`src/rtl/multicycle_ctrl_if.sv`:
```
// Control bus between the multi-cycle controller and the MIPS datapath.
// master : controller view (reads opcode and memory-ready, drives all controls)
// slave  : datapath view (drives opcode and memory-ready, reads all controls)
// Signals: instr_op_i, mem_ready_i (datapath -> ctrl); pc/ir/memory/regfile/
// ALU controls, state_o, retire_o, retire_cnt_o, illegal_o (ctrl -> datapath).
interface multicycle_ctrl_if;
  logic [5:0]  instr_op_i;
  logic        mem_ready_i;
  logic        pc_write_o;
  logic        pc_write_cond_o;
  logic [1:0]  pc_source_o;
  logic        ir_write_o;
  logic        i_or_d_o;
  logic        mem_read_o;
  logic        mem_write_o;
  logic        mem_to_reg_o;
  logic        reg_dst_o;
  logic        reg_write_o;
  logic        alu_src_a_o;
  logic [1:0]  alu_src_b_o;
  logic [2:0]  alu_op_o;
  logic [3:0]  state_o;
  logic        retire_o;
  logic [15:0] retire_cnt_o;
  logic        illegal_o;

  modport master (
    input  instr_op_i, mem_ready_i,
    output pc_write_o, pc_write_cond_o, pc_source_o, ir_write_o, i_or_d_o,
           mem_read_o, mem_write_o, mem_to_reg_o, reg_dst_o, reg_write_o,
           alu_src_a_o, alu_src_b_o, alu_op_o, state_o, retire_o,
           retire_cnt_o, illegal_o
  );

  modport slave (
    output instr_op_i, mem_ready_i,
    input  pc_write_o, pc_write_cond_o, pc_source_o, ir_write_o, i_or_d_o,
           mem_read_o, mem_write_o, mem_to_reg_o, reg_dst_o, reg_write_o,
           alu_src_a_o, alu_src_b_o, alu_op_o, state_o, retire_o,
           retire_cnt_o, illegal_o
  );
endinterface

```
`src/rtl/multicycle_ctrl.sv`:
```
// Multi-cycle MIPS control unit: sequences fetch/decode/execute/memory/
// writeback, drives datapath selects, write enables and ALU op, and stalls
// on the memory-ready handshake. Halts on an illegal opcode until reset.
// Ports: clk_i (rising edge), rst_i (async, active-high),
//        bus (multicycle_ctrl_if.master) carrying all datapath controls.
// Parameter JUMP_EN: 1 makes opcode 000010 (j) legal, 0 makes it illegal.
module multicycle_ctrl #(
  parameter bit JUMP_EN = 1'b1
) (
  input  logic clk_i,
  input  logic rst_i,
  multicycle_ctrl_if.master bus
);

  typedef enum logic [3:0] {
    S_IF    = 4'd0,
    S_ID    = 4'd1,
    S_MADDR = 4'd2,
    S_MRD   = 4'd3,
    S_MWB   = 4'd4,
    S_MWR   = 4'd5,
    S_EXR   = 4'd6,
    S_WBR   = 4'd7,
    S_EXI   = 4'd8,
    S_WBI   = 4'd9,
    S_BR    = 4'd10,
    S_JMP   = 4'd11,
    S_HALT  = 4'd15
  } state_t;

  localparam logic [5:0] OP_RTYPE = 6'b000000;
  localparam logic [5:0] OP_LW    = 6'b100011;
  localparam logic [5:0] OP_SW    = 6'b101011;
  localparam logic [5:0] OP_BEQ   = 6'b000100;
  localparam logic [5:0] OP_ADDI  = 6'b001000;
  localparam logic [5:0] OP_SLTI  = 6'b001010;
  localparam logic [5:0] OP_J     = 6'b000010;

  state_t      state, state_next;
  logic [15:0] retire_cnt;

  logic       pc_write, pc_write_cond, ir_write, i_or_d, mem_read, mem_write;
  logic       mem_to_reg, reg_dst, reg_write, alu_src_a, retire, illegal;
  logic [1:0] pc_source, alu_src_b;
  logic [2:0] alu_op;

  always_ff @(posedge clk_i or posedge rst_i) begin
    if (rst_i) begin
      state      <= S_IF;
      retire_cnt <= '0;
    end else begin
      state <= state_next;
      if (retire) retire_cnt <= retire_cnt + 16'd1;
    end
  end

  always_comb begin
    state_next    = state;
    pc_write      = 1'b0;
    pc_write_cond = 1'b0;
    pc_source     = 2'b00;
    ir_write      = 1'b0;
    i_or_d        = 1'b0;
    mem_read      = 1'b0;
    mem_write     = 1'b0;
    mem_to_reg    = 1'b0;
    reg_dst       = 1'b0;
    reg_write     = 1'b0;
    alu_src_a     = 1'b0;
    alu_src_b     = 2'b00;
    alu_op        = 3'b000;
    retire        = 1'b0;
    illegal       = 1'b0;
    case (state)
      S_IF: begin
        mem_read  = 1'b1;
        alu_src_b = 2'b01;
        ir_write  = bus.mem_ready_i;
        pc_write  = bus.mem_ready_i;
        if (bus.mem_ready_i) state_next = S_ID;
      end
      S_ID: begin
        alu_src_b = 2'b11;
        case (bus.instr_op_i)
          OP_RTYPE:       state_next = S_EXR;
          OP_LW, OP_SW:   state_next = S_MADDR;
          OP_BEQ:         state_next = S_BR;
          OP_ADDI, OP_SLTI: state_next = S_EXI;
          OP_J:           state_next = JUMP_EN ? S_JMP : S_HALT;
          default:        state_next = S_HALT;
        endcase
      end
      S_MADDR: begin
        alu_src_a  = 1'b1;
        alu_src_b  = 2'b10;
        // Only lw/sw reach here, so anything that is not sw is a load.
        state_next = (bus.instr_op_i == OP_SW) ? S_MWR : S_MRD;
      end
      S_MRD: begin
        mem_read = 1'b1;
        i_or_d   = 1'b1;
        if (bus.mem_ready_i) state_next = S_MWB;
      end
      S_MWB: begin
        mem_to_reg = 1'b1;
        reg_write  = 1'b1;
        retire     = 1'b1;
        state_next = S_IF;
      end
      S_MWR: begin
        mem_write = 1'b1;
        i_or_d    = 1'b1;
        if (bus.mem_ready_i) begin
          retire     = 1'b1;
          state_next = S_IF;
        end
      end
      S_EXR: begin
        alu_src_a  = 1'b1;
        alu_op     = 3'b010;
        state_next = S_WBR;
      end
      S_WBR: begin
        reg_dst    = 1'b1;
        reg_write  = 1'b1;
        retire     = 1'b1;
        state_next = S_IF;
      end
      S_EXI: begin
        alu_src_a  = 1'b1;
        alu_src_b  = 2'b10;
        alu_op     = (bus.instr_op_i == OP_SLTI) ? 3'b011 : 3'b000;
        state_next = S_WBI;
      end
      S_WBI: begin
        reg_write  = 1'b1;
        retire     = 1'b1;
        state_next = S_IF;
      end
      S_BR: begin
        alu_src_a     = 1'b1;
        alu_op        = 3'b001;
        pc_write_cond = 1'b1;
        pc_source     = 2'b01;
        retire        = 1'b1;
        state_next    = S_IF;
      end
      S_JMP: begin
        pc_write   = 1'b1;
        pc_source  = 2'b10;
        retire     = 1'b1;
        state_next = S_IF;
      end
      S_HALT: begin
        illegal = 1'b1;
      end
      default: state_next = S_HALT;
    endcase
  end

  // Reset forces every output low combinationally, so an asynchronous reset
  // clears the bus before the next clock edge.
  assign bus.pc_write_o      = pc_write & ~rst_i;
  assign bus.pc_write_cond_o = pc_write_cond & ~rst_i;
  assign bus.pc_source_o     = rst_i ? '0 : pc_source;
  assign bus.ir_write_o      = ir_write & ~rst_i;
  assign bus.i_or_d_o        = i_or_d & ~rst_i;
  assign bus.mem_read_o      = mem_read & ~rst_i;
  assign bus.mem_write_o     = mem_write & ~rst_i;
  assign bus.mem_to_reg_o    = mem_to_reg & ~rst_i;
  assign bus.reg_dst_o       = reg_dst & ~rst_i;
  assign bus.reg_write_o     = reg_write & ~rst_i;
  assign bus.alu_src_a_o     = alu_src_a & ~rst_i;
  assign bus.alu_src_b_o     = rst_i ? '0 : alu_src_b;
  assign bus.alu_op_o        = rst_i ? '0 : alu_op;
  assign bus.state_o         = rst_i ? '0 : state;
  assign bus.retire_o        = retire & ~rst_i;
  assign bus.retire_cnt_o    = rst_i ? '0 : retire_cnt;
  assign bus.illegal_o       = illegal & ~rst_i;

endmodule
```
`src/flat_wrapper.sv`:
```
// flat-port wrapper written by rule: the top's interface ports become plain ports
module multicycle_ctrl_flat 
#(
  parameter bit JUMP_EN = 1'b1
)
  (clk_i, rst_i, bus_instr_op_i, bus_mem_ready_i, bus_pc_write_o, bus_pc_write_cond_o, bus_pc_source_o, bus_ir_write_o, bus_i_or_d_o, bus_mem_read_o, bus_mem_write_o, bus_mem_to_reg_o, bus_reg_dst_o, bus_reg_write_o, bus_alu_src_a_o, bus_alu_src_b_o, bus_alu_op_o, bus_state_o, bus_retire_o, bus_retire_cnt_o, bus_illegal_o);
  multicycle_ctrl_if bus_i ();
  input  logic clk_i;
  input  logic rst_i;
  input wire logic [$bits(bus_i.instr_op_i)-1:0] bus_instr_op_i;
  input wire logic [$bits(bus_i.mem_ready_i)-1:0] bus_mem_ready_i;
  output wire logic [$bits(bus_i.pc_write_o)-1:0] bus_pc_write_o;
  output wire logic [$bits(bus_i.pc_write_cond_o)-1:0] bus_pc_write_cond_o;
  output wire logic [$bits(bus_i.pc_source_o)-1:0] bus_pc_source_o;
  output wire logic [$bits(bus_i.ir_write_o)-1:0] bus_ir_write_o;
  output wire logic [$bits(bus_i.i_or_d_o)-1:0] bus_i_or_d_o;
  output wire logic [$bits(bus_i.mem_read_o)-1:0] bus_mem_read_o;
  output wire logic [$bits(bus_i.mem_write_o)-1:0] bus_mem_write_o;
  output wire logic [$bits(bus_i.mem_to_reg_o)-1:0] bus_mem_to_reg_o;
  output wire logic [$bits(bus_i.reg_dst_o)-1:0] bus_reg_dst_o;
  output wire logic [$bits(bus_i.reg_write_o)-1:0] bus_reg_write_o;
  output wire logic [$bits(bus_i.alu_src_a_o)-1:0] bus_alu_src_a_o;
  output wire logic [$bits(bus_i.alu_src_b_o)-1:0] bus_alu_src_b_o;
  output wire logic [$bits(bus_i.alu_op_o)-1:0] bus_alu_op_o;
  output wire logic [$bits(bus_i.state_o)-1:0] bus_state_o;
  output wire logic [$bits(bus_i.retire_o)-1:0] bus_retire_o;
  output wire logic [$bits(bus_i.retire_cnt_o)-1:0] bus_retire_cnt_o;
  output wire logic [$bits(bus_i.illegal_o)-1:0] bus_illegal_o;
  assign bus_i.instr_op_i = bus_instr_op_i;
  assign bus_i.mem_ready_i = bus_mem_ready_i;
  assign bus_pc_write_o = bus_i.pc_write_o;
  assign bus_pc_write_cond_o = bus_i.pc_write_cond_o;
  assign bus_pc_source_o = bus_i.pc_source_o;
  assign bus_ir_write_o = bus_i.ir_write_o;
  assign bus_i_or_d_o = bus_i.i_or_d_o;
  assign bus_mem_read_o = bus_i.mem_read_o;
  assign bus_mem_write_o = bus_i.mem_write_o;
  assign bus_mem_to_reg_o = bus_i.mem_to_reg_o;
  assign bus_reg_dst_o = bus_i.reg_dst_o;
  assign bus_reg_write_o = bus_i.reg_write_o;
  assign bus_alu_src_a_o = bus_i.alu_src_a_o;
  assign bus_alu_src_b_o = bus_i.alu_src_b_o;
  assign bus_alu_op_o = bus_i.alu_op_o;
  assign bus_state_o = bus_i.state_o;
  assign bus_retire_o = bus_i.retire_o;
  assign bus_retire_cnt_o = bus_i.retire_cnt_o;
  assign bus_illegal_o = bus_i.illegal_o;
  multicycle_ctrl #(.JUMP_EN(JUMP_EN)) u_core (.clk_i(clk_i), .rst_i(rst_i), .bus(bus_i));
endmodule
```
`config.mk`:
```
export PLATFORM = sky130hd
export DESIGN_NAME = multicycle_ctrl_flat
export DESIGN_NICKNAME = d
export VERILOG_FILES = /design/src/rtl/multicycle_ctrl_if.sv /design/src/rtl/multicycle_ctrl.sv /design/src/flat_wrapper.sv
export SDC_FILE = /design/constraint.sdc
export NUM_CORES = 1
export LEC_CHECK = 0
export ABC_CLOCK_PERIOD_IN_PS = 2200
export BUFFER_PORTS_ARGS = -buffer_cell sky130_fd_sc_hd__buf_2
export CORE_ASPECT_RATIO = 0.5
export CORE_MARGIN = 4
export CORE_UTILIZATION = 35
export CTS_CLUSTER_DIAMETER = 200
export DETAILED_ROUTE_END_ITERATION = 10
export GPL_ROUTABILITY_DRIVEN = 0
export PLACE_DENSITY = 0.62
export SETUP_SLACK_MARGIN = 0.3
export SYNTH_ARGS = -nofsm -noshare
export SYNTH_HDL_FRONTEND = slang
export SYNTH_SLANG_ARGS = --single-unit
```
`constraint.sdc`:
```
create_clock -name clk_i -period 2.2 [get_ports clk_i]
set_input_delay 0.22 -clock clk_i [delete_from_list [all_inputs] [get_ports clk_i]]
set_output_delay 0.22 -clock clk_i [all_outputs]
set_load 0.02 [all_outputs]
```
==> results_dict.tcl <==
set metrics [dict create \
    finalWirelength_um 4120 \
    synth_xor_area_share_pct 10.0 \
    fin_tns_setup_ps 0 \
    drive_gt1_share_pct 33.9 \
    criticalPathCategory "flip-flop to output pin" \
    clock_latency_ps 260 \
    vdd_ir_drop_max_mv 0.475 \
    wl_per_cell_um 13.7 \
    worst_slew_pin_slew_ps 522 \
    power_leakage_nw 0.984 \
    die_x_um 103 \
    clkTransAtPathRegs_ps 80 \
    rsz0062_at_grt "true" \
    fin_cells 302 \
    cts_buffer_depth 2 \
    whs_ps 127 \
    synthSimpleGateAreaFrac_pct 36.5 \
    rrSetupSlack_ps 390 \
    synth_top_family_by_area "simple AND/OR/NAND/NOR gates" \
    core_area_um2 4100 \
    post-route-period-util_pct 86.9 \
    ant_nets 0 \
    port_buffers 46 \
    r2r_cells 7 \
    max_freq_ghz 0.523 \
    synth_fa_ha_area_share_pct 0.797 \
    drv_cap 0 \
    seq_area_frac_synth_pct 31.9 \
    async_flop_share_pct 100 \
    setup.worst_path.start_class "flip-flop" \
    dr.pass1.iters 4 \
    grt_max_degree 31 \
    crit_top_cell "buf_6" \
    ys_ff_latch 20 \
    avgSynthCellArea_um2 7.93 \
    area_growth_pct 29.9 \
    place_hpwl_um 3020 \
    fin_crit_ps 1910 \
    worstPathArrival_ps 1690 \
    grt_pass1_vias 1514 \
    finalClockSkew_ps 2.26 \
    dp_cells 293 \
    cts_tree "done" \
    antenna_cells 0 \
    syn_area_um2 1570 \
    ys_warn_count 0 \
    synth_edf_count 0 \
    die_area_um2 5690 \
    grt-ovfl-total 0 \
    vias 1563 \
    grt_pass1_wl_um 7160 \
    endpoint_kind "output pin" \
    layout_common_cells "44 x buf_2, 21 x nand2_1, 18 x nor2b_1, 17 x dfrtp_1, 15 x nor2_1" \
    path_cells "buf_6 -> nand3b_1 -> or4_4 -> a21boi_2 -> buf_6" \
    cts-buffers-inserted 3 \
    rr_startpoint "u_core.state[1]$_DFFE_PP0P_" \
    maxSlewViolCount 0 \
    viasPerCell 5.18 \
    status "complete, no violations" \
    row_count 16 \
    syn-instance-count 198 \
    mostFrequentLayoutCell "buf_2" \
    fin_nets 259 \
    hold_path_class "input port to async pin" \
    start_util_pct 38.3 \
    report.final.hold_viol_count 0 \
    crit_path_max_fanout 4 \
    die_y_um 55.4 \
    yosys_most_used_dff "dfrtp_1" \
    muxShareOfSynthArea_pct 0.637 \
    cts_max_level 1 \
    power_density_nw_per_um2 1160 \
    cp.required_ps 1980 \
    drcViolationCount 0 \
    worst_r2r_endpoint "u_core.retire_cnt[13]$_DFFE_PP0P_" \
    cp_slowest_cell "or4_4" \
    grt_antenna_before_repair 0 \
    slew-limit-headroom_pct 65.2 \
    finalSetupViolations 0 \
    syn_nets 208 \
    cts_sinks 20 \
    drt-initial-drc-count 75 \
    synth-compound-area-share_pct 13.9 \
    fin_util_pct 49.7 \
    yosysUniqueCellTypes 47 \
    grt.total_usage_pct 15.0 \
    num_io_pins 48 \
    cts.root.buffer_cell "clkbuf_8" \
    slowest_delay_ps 450 \
]
-- where the power goes --
part	internal, W	switching, W	total [W]
Sequential	0.000466	0.000162	0.000628
Combinational	0.000623	0.000841	0.00146
Clock	0.000159	0.000122	0.000281
Total	0.00125	0.00113	0.00237
-- routing by layer --
layer / vias up / share of wire (%) / GRT usage, %
met5: - / 0 / 0
met4: 0 / 0.90 / 4.67
met3: 6 / 3.2 / 1.63
met2: 38 / 49 / 24.9
met1: 737 / 47 / 20.3
li1: 782 / - / -
-- cells by family after synthesis --
group / count (synthesis)
other: 1
AOI/OAI and AO/OA: 33
and+or+nand+nor: 103
xor gates and xnor gates: 18
DFF: 20
buffers and inverters: 21
muxes: 1
adders and majority gates: 1
-- state kept, by name, indices dropped and copies added, names as in the netlist --
register,cells
u_core.state,4
u_core.retire_cnt,16
-- per-stage QoR --
step                      power [W]  setup slack, ps  cell area [um^2]
after floorplan             0.00153              293              1580
after global placement      0.00191              329              1880
after detailed placement    0.00191              252              1880
after CTS                   0.00232              256              2010
after global routing        0.00256              219              2040
final                       0.00237              288              2040
-- synth_stat cells (all sizes together) (2+ instances only) --
cell type  instances  area (um^2)
nand2             21         78.8
dfrtp             20          500
nor2              20         85.1
nor2b             18          113
nor3              12         60.1
xnor2             11         96.3
clkbuf             9         33.8
nand3              7         35.0
xor2               7         61.3
a21oi              6         30.0
a31oi              6         37.5
buf                6         37.5
inv                6         22.5
o21ai              6         30.0
and3               4         25.0
nor4               4         40.0
and4               3         26.3
nand2b             3         18.8
o21a               2         15.0
o31ai              2         15.0
or4                2         15.0
or4b               2         23.8
-- how the worst max path moves through the flow --
stage                                           start                           endpoint  slack, ps  depth (start not counted)
after CTS                 u_core.state[0]$_DFFE_PP0P_                    bus_alu_op_o[1]        260                          5
after global routing      u_core.state[2]$_DFFE_PP0P_                    bus_reg_write_o        220                          6
after floorplan           u_core.state[1]$_DFFE_PP0P_                    bus_alu_src_a_o        290                          3
final                     u_core.state[0]$_DFFE_PP0P_                    bus_alu_op_o[1]        290                          5
after detailed placement  u_core.state[0]$_DFFE_PP0P_   u_core.retire_cnt[6]$_DFFE_PP0P_        250                          5
after global placement    u_core.state[0]$_DFFE_PP0P_  u_core.retire_cnt[12]$_DFFE_PP0P_        330                          5
-- critical path, delay by kind of cell, from the launching register on --
family | cells | cell delay [ps]
flip-flops | 1 | 430
buffers and inverters | 2 | 260
AO/OA/AOI/OAI | 1 | 150
AND/OR/NAND/NOR | 2 | 590
-- area by class of cell --
type,instances,area (um^2)
Sequential cell,20,504
Inverter,6,22.5
Fill cell,403,2060
Timing Repair Buffer,61,363
Clock buffer,4,55.1
Tap cell,54,67.6
Multi-Input combinational cell,157,1030
-- what timing repair did --
action	in CTS	in global routing
endpoints found under the setup margin	10	7
endpoints found under the hold margin	0	0
hold buffers	0	0
pin swaps	2	4
cloned	0	0
buffers inserted	4	1
resized for setup	14	6
(Power assumes the default switching activity.)
